<file path="config.mk">
export PLATFORM = sky130hd
export DESIGN_NAME = camera_capture
export DESIGN_NICKNAME = d
export VERILOG_FILES = /design/src/rtl/camera_pkg.sv /design/src/rtl/edge_sync.sv /design/src/rtl/camera_capture.sv
export SDC_FILE = /design/constraint.sdc
export NUM_CORES = 1
export LEC_CHECK = 0
export ABC_AREA = 1
export CAP_MARGIN = 20
export CELL_PAD_IN_SITES_DETAIL_PLACEMENT = 1
export CELL_PAD_IN_SITES_GLOBAL_PLACEMENT = 2
export CORE_MARGIN = 5
export CORE_UTILIZATION = 38
export CTS_BUF_LIST = sky130_fd_sc_hd__clkbuf_4
export DETAILED_ROUTE_END_ITERATION = 16
export PLACE_DENSITY_LB_ADDON = 0.25
export SYNTH_ARGS = -nofsm -noshare
export SYNTH_HDL_FRONTEND = slang
export SYNTH_HIERARCHICAL = 1
export SYNTH_SLANG_ARGS = --single-unit
</file>
<file path="constraint.sdc">
create_clock -name clk_25 -period 2.49 [get_ports clk_25]
set_input_delay 0.498 -clock clk_25 [delete_from_list [all_inputs] [get_ports clk_25]]
set_output_delay 0.498 -clock clk_25 [all_outputs]
set_load 0.01 [all_outputs]
</file>
<file path="src/rtl/camera_pkg.sv">
// ==== camera_pkg : capture FSM states and OV7670 VGA geometry (rev 1.0) ====
`default_nettype none

package camera_pkg;

  typedef enum logic [1:0] {
    WAIT_FRAME = 2'd0,
    LINE_WAIT  = 2'd1,
    CAPTURE    = 2'd2
  } cap_state_t;

  localparam int BYTES_PER_LINE  = 1280;
  localparam int LINES_PER_FRAME = 480;

endpackage

`default_nettype wire

</file>
<file path="src/rtl/edge_sync.sv">
// ==== edge_sync : 2-flop synchronizer with history flop and rise/fall events (rev 1.0) ====
`default_nettype none

module edge_sync (
  input  logic clk,
  input  logic rst_n,
  input  logic d,
  output logic level,
  output logic rise,
  output logic fall
);

  logic s1, s2, s3;

  always_ff @(posedge clk or negedge rst_n) begin
    if (!rst_n) begin
      s1 <= 1'b0;
      s2 <= 1'b0;
      s3 <= 1'b0;
    end else begin
      s1 <= d;
      s2 <= s1;
      s3 <= s2;
    end
  end

  assign level = s2;
  assign rise  = s2 & ~s3;
  assign fall  = ~s2 & s3;

endmodule

`default_nettype wire

</file>
<file path="src/rtl/camera_capture.sv">
// ==== camera_capture : OV7670 luma capture, 1-bit threshold and decimation to framebuffer (rev 1.0) ====
`default_nettype none

module camera_capture
  import camera_pkg::*;
#(
  parameter int         ADDR_WIDTH = 15,
  parameter int         H_OUT      = 160,
  parameter int         V_OUT      = 120,
  parameter int         DECIM      = 4,
  parameter logic [7:0] THRESHOLD  = 8'd128,
  parameter int         Y_ODD      = 0
) (
  input  logic                  clk_25,
  input  logic                  reset_n,
  input  logic                  pclk,
  input  logic                  h_ref,
  input  logic                  v_sync,
  input  logic [7:0]            data_in,
  output logic                  we,
  output logic [ADDR_WIDTH-1:0] write_addr,
  output logic                  pixel,
  output logic                  frame_done
);

  localparam int                    DEC_LOG   = $clog2(DECIM);
  localparam logic [9:0]            COL_MASK  = 10'(DECIM - 1);
  localparam logic [8:0]            LINE_MASK = 9'(DECIM - 1);
  localparam logic [9:0]            H_LIM     = 10'(H_OUT);
  localparam logic [8:0]            V_LIM     = 9'(V_OUT);
  localparam logic [ADDR_WIDTH-1:0] ADDR_LIM  = ADDR_WIDTH'(H_OUT * V_OUT);
  localparam logic [10:0]           BYTE_LAST = 11'(BYTES_PER_LINE - 1);

  logic pclk_level_unused, pclk_rise, pclk_fall_unused;
  logic href_level, href_rise, href_fall;
  logic vsync_level_unused, vsync_rise, vsync_fall;

  edge_sync u_sync_pclk (
    .clk(clk_25), .rst_n(reset_n), .d(pclk),
    .level(pclk_level_unused), .rise(pclk_rise), .fall(pclk_fall_unused)
  );

  edge_sync u_sync_href (
    .clk(clk_25), .rst_n(reset_n), .d(h_ref),
    .level(href_level), .rise(href_rise), .fall(href_fall)
  );

  edge_sync u_sync_vsync (
    .clk(clk_25), .rst_n(reset_n), .d(v_sync),
    .level(vsync_level_unused), .rise(vsync_rise), .fall(vsync_fall)
  );

  // Data is two flops deep so data_s2 lines up with the pclk rise event.
  logic [7:0] data_s1, data_s2;

  always_ff @(posedge clk_25 or negedge reset_n) begin
    if (!reset_n) begin
      data_s1 <= 8'd0;
      data_s2 <= 8'd0;
    end else begin
      data_s1 <= data_in;
      data_s2 <= data_s1;
    end
  end

  cap_state_t            state, state_next;
  logic [10:0]           byte_cnt;
  logic [8:0]            line_cnt;
  logic [ADDR_WIDTH-1:0] addr_cnt;
  logic [9:0]            col;
  logic                  frame_start, frame_end, line_start, line_end, byte_take;
  logic                  keep;

  always_comb begin
    state_next  = state;
    frame_start = 1'b0;
    frame_end   = 1'b0;
    line_start  = 1'b0;
    line_end    = 1'b0;
    byte_take   = 1'b0;
    case (state)
      WAIT_FRAME: begin
        if (vsync_fall) begin
          frame_start = 1'b1;
          state_next  = LINE_WAIT;
        end
      end
      LINE_WAIT: begin
        if (vsync_rise) begin
          frame_end  = 1'b1;
          state_next = WAIT_FRAME;
        end else if (href_rise) begin
          line_start = 1'b1;
          state_next = CAPTURE;
        end
      end
      CAPTURE: begin
        if (vsync_rise) begin
          frame_end  = 1'b1;
          state_next = WAIT_FRAME;
        end else begin
          byte_take = pclk_rise & href_level;
          if (href_fall) begin
            line_end   = 1'b1;
            state_next = LINE_WAIT;
          end
        end
      end
      default: state_next = WAIT_FRAME;
    endcase
  end

  always_ff @(posedge clk_25 or negedge reset_n) begin
    if (!reset_n) state <= WAIT_FRAME;
    else          state <= state_next;
  end

  assign col  = byte_cnt[10:1];
  // Fixed-length lines make the running address equal to row*H_OUT+col.
  assign keep = byte_take
             && (byte_cnt[0] == Y_ODD[0])
             && ((col & COL_MASK) == 10'd0)
             && ((line_cnt & LINE_MASK) == 9'd0)
             && ((col >> DEC_LOG) < H_LIM)
             && ((line_cnt >> DEC_LOG) < V_LIM)
             && (addr_cnt < ADDR_LIM);

  always_ff @(posedge clk_25 or negedge reset_n) begin
    if (!reset_n) begin
      byte_cnt   <= 11'd0;
      line_cnt   <= 9'd0;
      addr_cnt   <= '0;
      we         <= 1'b0;
      pixel      <= 1'b0;
      write_addr <= '0;
      frame_done <= 1'b0;
    end else begin
      we         <= keep;
      frame_done <= frame_end;
      if (frame_start) begin
        line_cnt <= 9'd0;
        addr_cnt <= '0;
      end
      if (line_start) byte_cnt <= 11'd0;
      if (byte_take && byte_cnt != BYTE_LAST) byte_cnt <= byte_cnt + 11'd1;
      if (line_end && line_cnt != 9'h1FF) line_cnt <= line_cnt + 9'd1;
      if (keep) begin
        addr_cnt   <= addr_cnt + 1'b1;
        write_addr <= addr_cnt;
        pixel      <= (data_s2 >= THRESHOLD);
      end
    end
  end

endmodule

`default_nettype wire

</file>
==> summary.md <==
| Metric | Value |
|---|---|
| Status | complete, no violations |
| DRC viols | 0 |
| Nature of the critical path startpoint | flop |
| Fmax | 496 MHz |
| Max IR drop VDD | 385 uV |
| RSZ-0062 raised after global routing | no |
| GRT overflow | 0 |
| Core area | 0.00864 mm^2 |
| CTS Buf Count | 9 |
| Detailed Place HPWL | 5.40 mm |
| Fillcell total | 1,052 |
| Yosys Warn Count | 6 |
| 1st-iter DRT viols | 73 |
| Final hold vios | 0 |
| Final min period | 2.02 ns |
| Layout Nets | 455 |
| Routed vias/inst | 5.03 |
| Vias in the first global route | 2,827 |
| Antenna Cells | 0 |
| P_leak | 1.77 nW |
| Post-DR wirelength/cell | 14.2 um |
| Slew HR | 0.589 |
| Io pins | 31 |
| Initial antenna violation count | 0 |
| Crit-path max FO | 9 |
| Die height | 104 um |
| CTS tree | done |
| Largest net degree at the start of global routing | 67 |
| Die Footprint | 0.0108 mm^2 |
| Number of vias in the routed layout | 2,745 |
| Mapped cell area | 0.00334 mm^2 |
| Maxcap violations | 0 |
| Switch Pwr | 0.838 mW |
| CP required | 2.80 ns |
| Share of cells above drive strength 1 | 0.0731 |
| Min-Delay Path Class | input pin to asynchronous set/reset pin |
| H-tree levels | 3 |
| Clk pwr share | 0.337 |
| Port buffer count | 23 |
| Final Cell Area | 0.00384 mm^2 |
| Drt total wl | 7.76 mm |
| Post_cts resized | 0 |
| Sequential share of power | 0.455 |
| Total power per unit cell area | 715 mW/mm^2 |
| Clk_lat worst skew | 0.43 ns |
| Dpl cell area | 0.00366 mm^2 |
| Hold-fix buffers at CTS | 0 |
| Sw Ratio | 0.305 |
| Post-CTS setup buffers | 0 |
| Count of non-filler cells in the finished layout | 546 |
| Clk_skew | 0.0231 ns |
| Syn-to-layout area delta | 15.0% |
| Root buffer cell | clkbuf_4 |
| Drt pass-1 iters | 4 |
| Kind of end point of the critical path | flop |
| Mapped Avg Cell Area | 8.26 um^2 |
| Slew Viols, Final | 0 |
| First-pass GRT wire length | 13.6 mm |
| Initial core utilization | 0.387 |
| Placed cell count | 530 |
| Final setup TNS | 0 ns |
| Hold slack | 0.0723 ns |
| Num Clock Sinks | 66 |
| Std-Cell Rows | 34 |
| Clock slew at reported path FFs | 0.12 ns |
| Pint | 1.91 mW |
| Synth Net Count | 426 |
| Slew @ Worst Pin | 0.612 ns |
| FF+latch area | 0.00165 mm^2 |
| GP Congestion | 0.760 |
| Synth Instances | 404 |
| Final period util | 0.810 |
| Overall die width | 104 um |
| Fin util | 0.444 |
| All-Layer GR Usage | 0.153 |
| Max clock buf depth | 2 |
| Routed Antenna Nets | 0 |
| # setup viols final | 0 |
| Comb pwr share | 0.208 |
| CP arrival | 2.32 ns |
| CP Class | flop to flop |
| Multi-input logic area | 0.00141 mm^2 |
==> state kept, by name, indices dropped and copies added (netlist names), 2 cells and up <==
name / count
addr_cnt: 15
byte_cnt: 11
write_addr: 15
state: 2
line_cnt: 9
==> layer usage <==
layer	up-vias	GRT usage	part of all wire
li1	1365	-	-
met1	1336	0.208	0.50
met2	34	0.234	0.45
met3	10	0.0442	0.038
met4	0	0.0509	0.014
met5	-	0	0
==> worst max-delay path, stage by stage, from the launching register on <==
cell,delay [ns]
dfrtp_1,0.39
ha_1,0.19
nand3_1,0.11
nor2_1,0.16
nand2_1,0.07
nor2_1,0.11
ha_1,0.17
nor2_1,0.05
nand2_1,0.23
nand2_1,0.19
a21oi_1,0.20
nor2_1,0.06
==> worst paths after layout <==
path	to	slack, ns	depth (start not counted)	start
max	line_cnt[7]$_DFFE_PN0P_	0.47	11	line_cnt[1]$_DFFE_PN0P_
min	byte_cnt[6]$_DFFE_PN0P_	0.07	2	reset_n
max reg2reg	line_cnt[7]$_DFFE_PN0P_	0.47	11	line_cnt[1]$_DFFE_PN0P_
min reg2reg	u_sync_vsync/level$_DFF_PN0_	0.36	0	u_sync_vsync/s1$_DFF_PN0_
max in group asynchronous	addr_cnt[0]$_DFFE_PN0P_	2.13	2	reset_n
min in group clk_25	u_sync_vsync/level$_DFF_PN0_	0.36	0	u_sync_vsync/s1$_DFF_PN0_
==> layout by cell type (no fill, tap or decap), types with 4 or more instances in the layout <==
cell,instances
nor3_1,4
nand4_1,11
ha_1,9
nand2_2,5
o21ai_0,22
nand2_1,90
clkdlybuf4s50_1,22
dfrtp_1,66
o21ai_1,13
nor2_4,5
a21oi_1,6
nor2_1,42
clkbuf_4,10
inv_1,56
xor2_1,5
nand3_1,44
==> power groups by stage <==
stage	clock network [mW]	logic [mW]	registers (mW)
floorplan	0	0.363	1.27
global placement	0	0.567	1.26
detailed placement	0	0.577	1.27
CTS	0.954	0.584	1.25
global route	0.996	0.659	1.26
finish	0.924	0.571	1.25
==> metrics by stage <==
step / setup slack (ns) / power (mW)
global placement: 0.561 / 1.83
floorplan: 0.821 / 1.63
CTS: 0.415 / 2.79
finish: 0.474 / 2.74
detailed placement: 0.510 / 1.85
global route: 0.175 / 2.92
==> final cells by class <==
cell class                 count  area share
tap                          108      0.0352
multi-input combinational    275       0.368
clock inverter                 6      0.0274
clock buffer                  10      0.0196
timing repair buffer          24      0.0639
sequential                    66       0.430
inverter                      57      0.0558
Note: power is estimated with default switching activity, not from simulation.
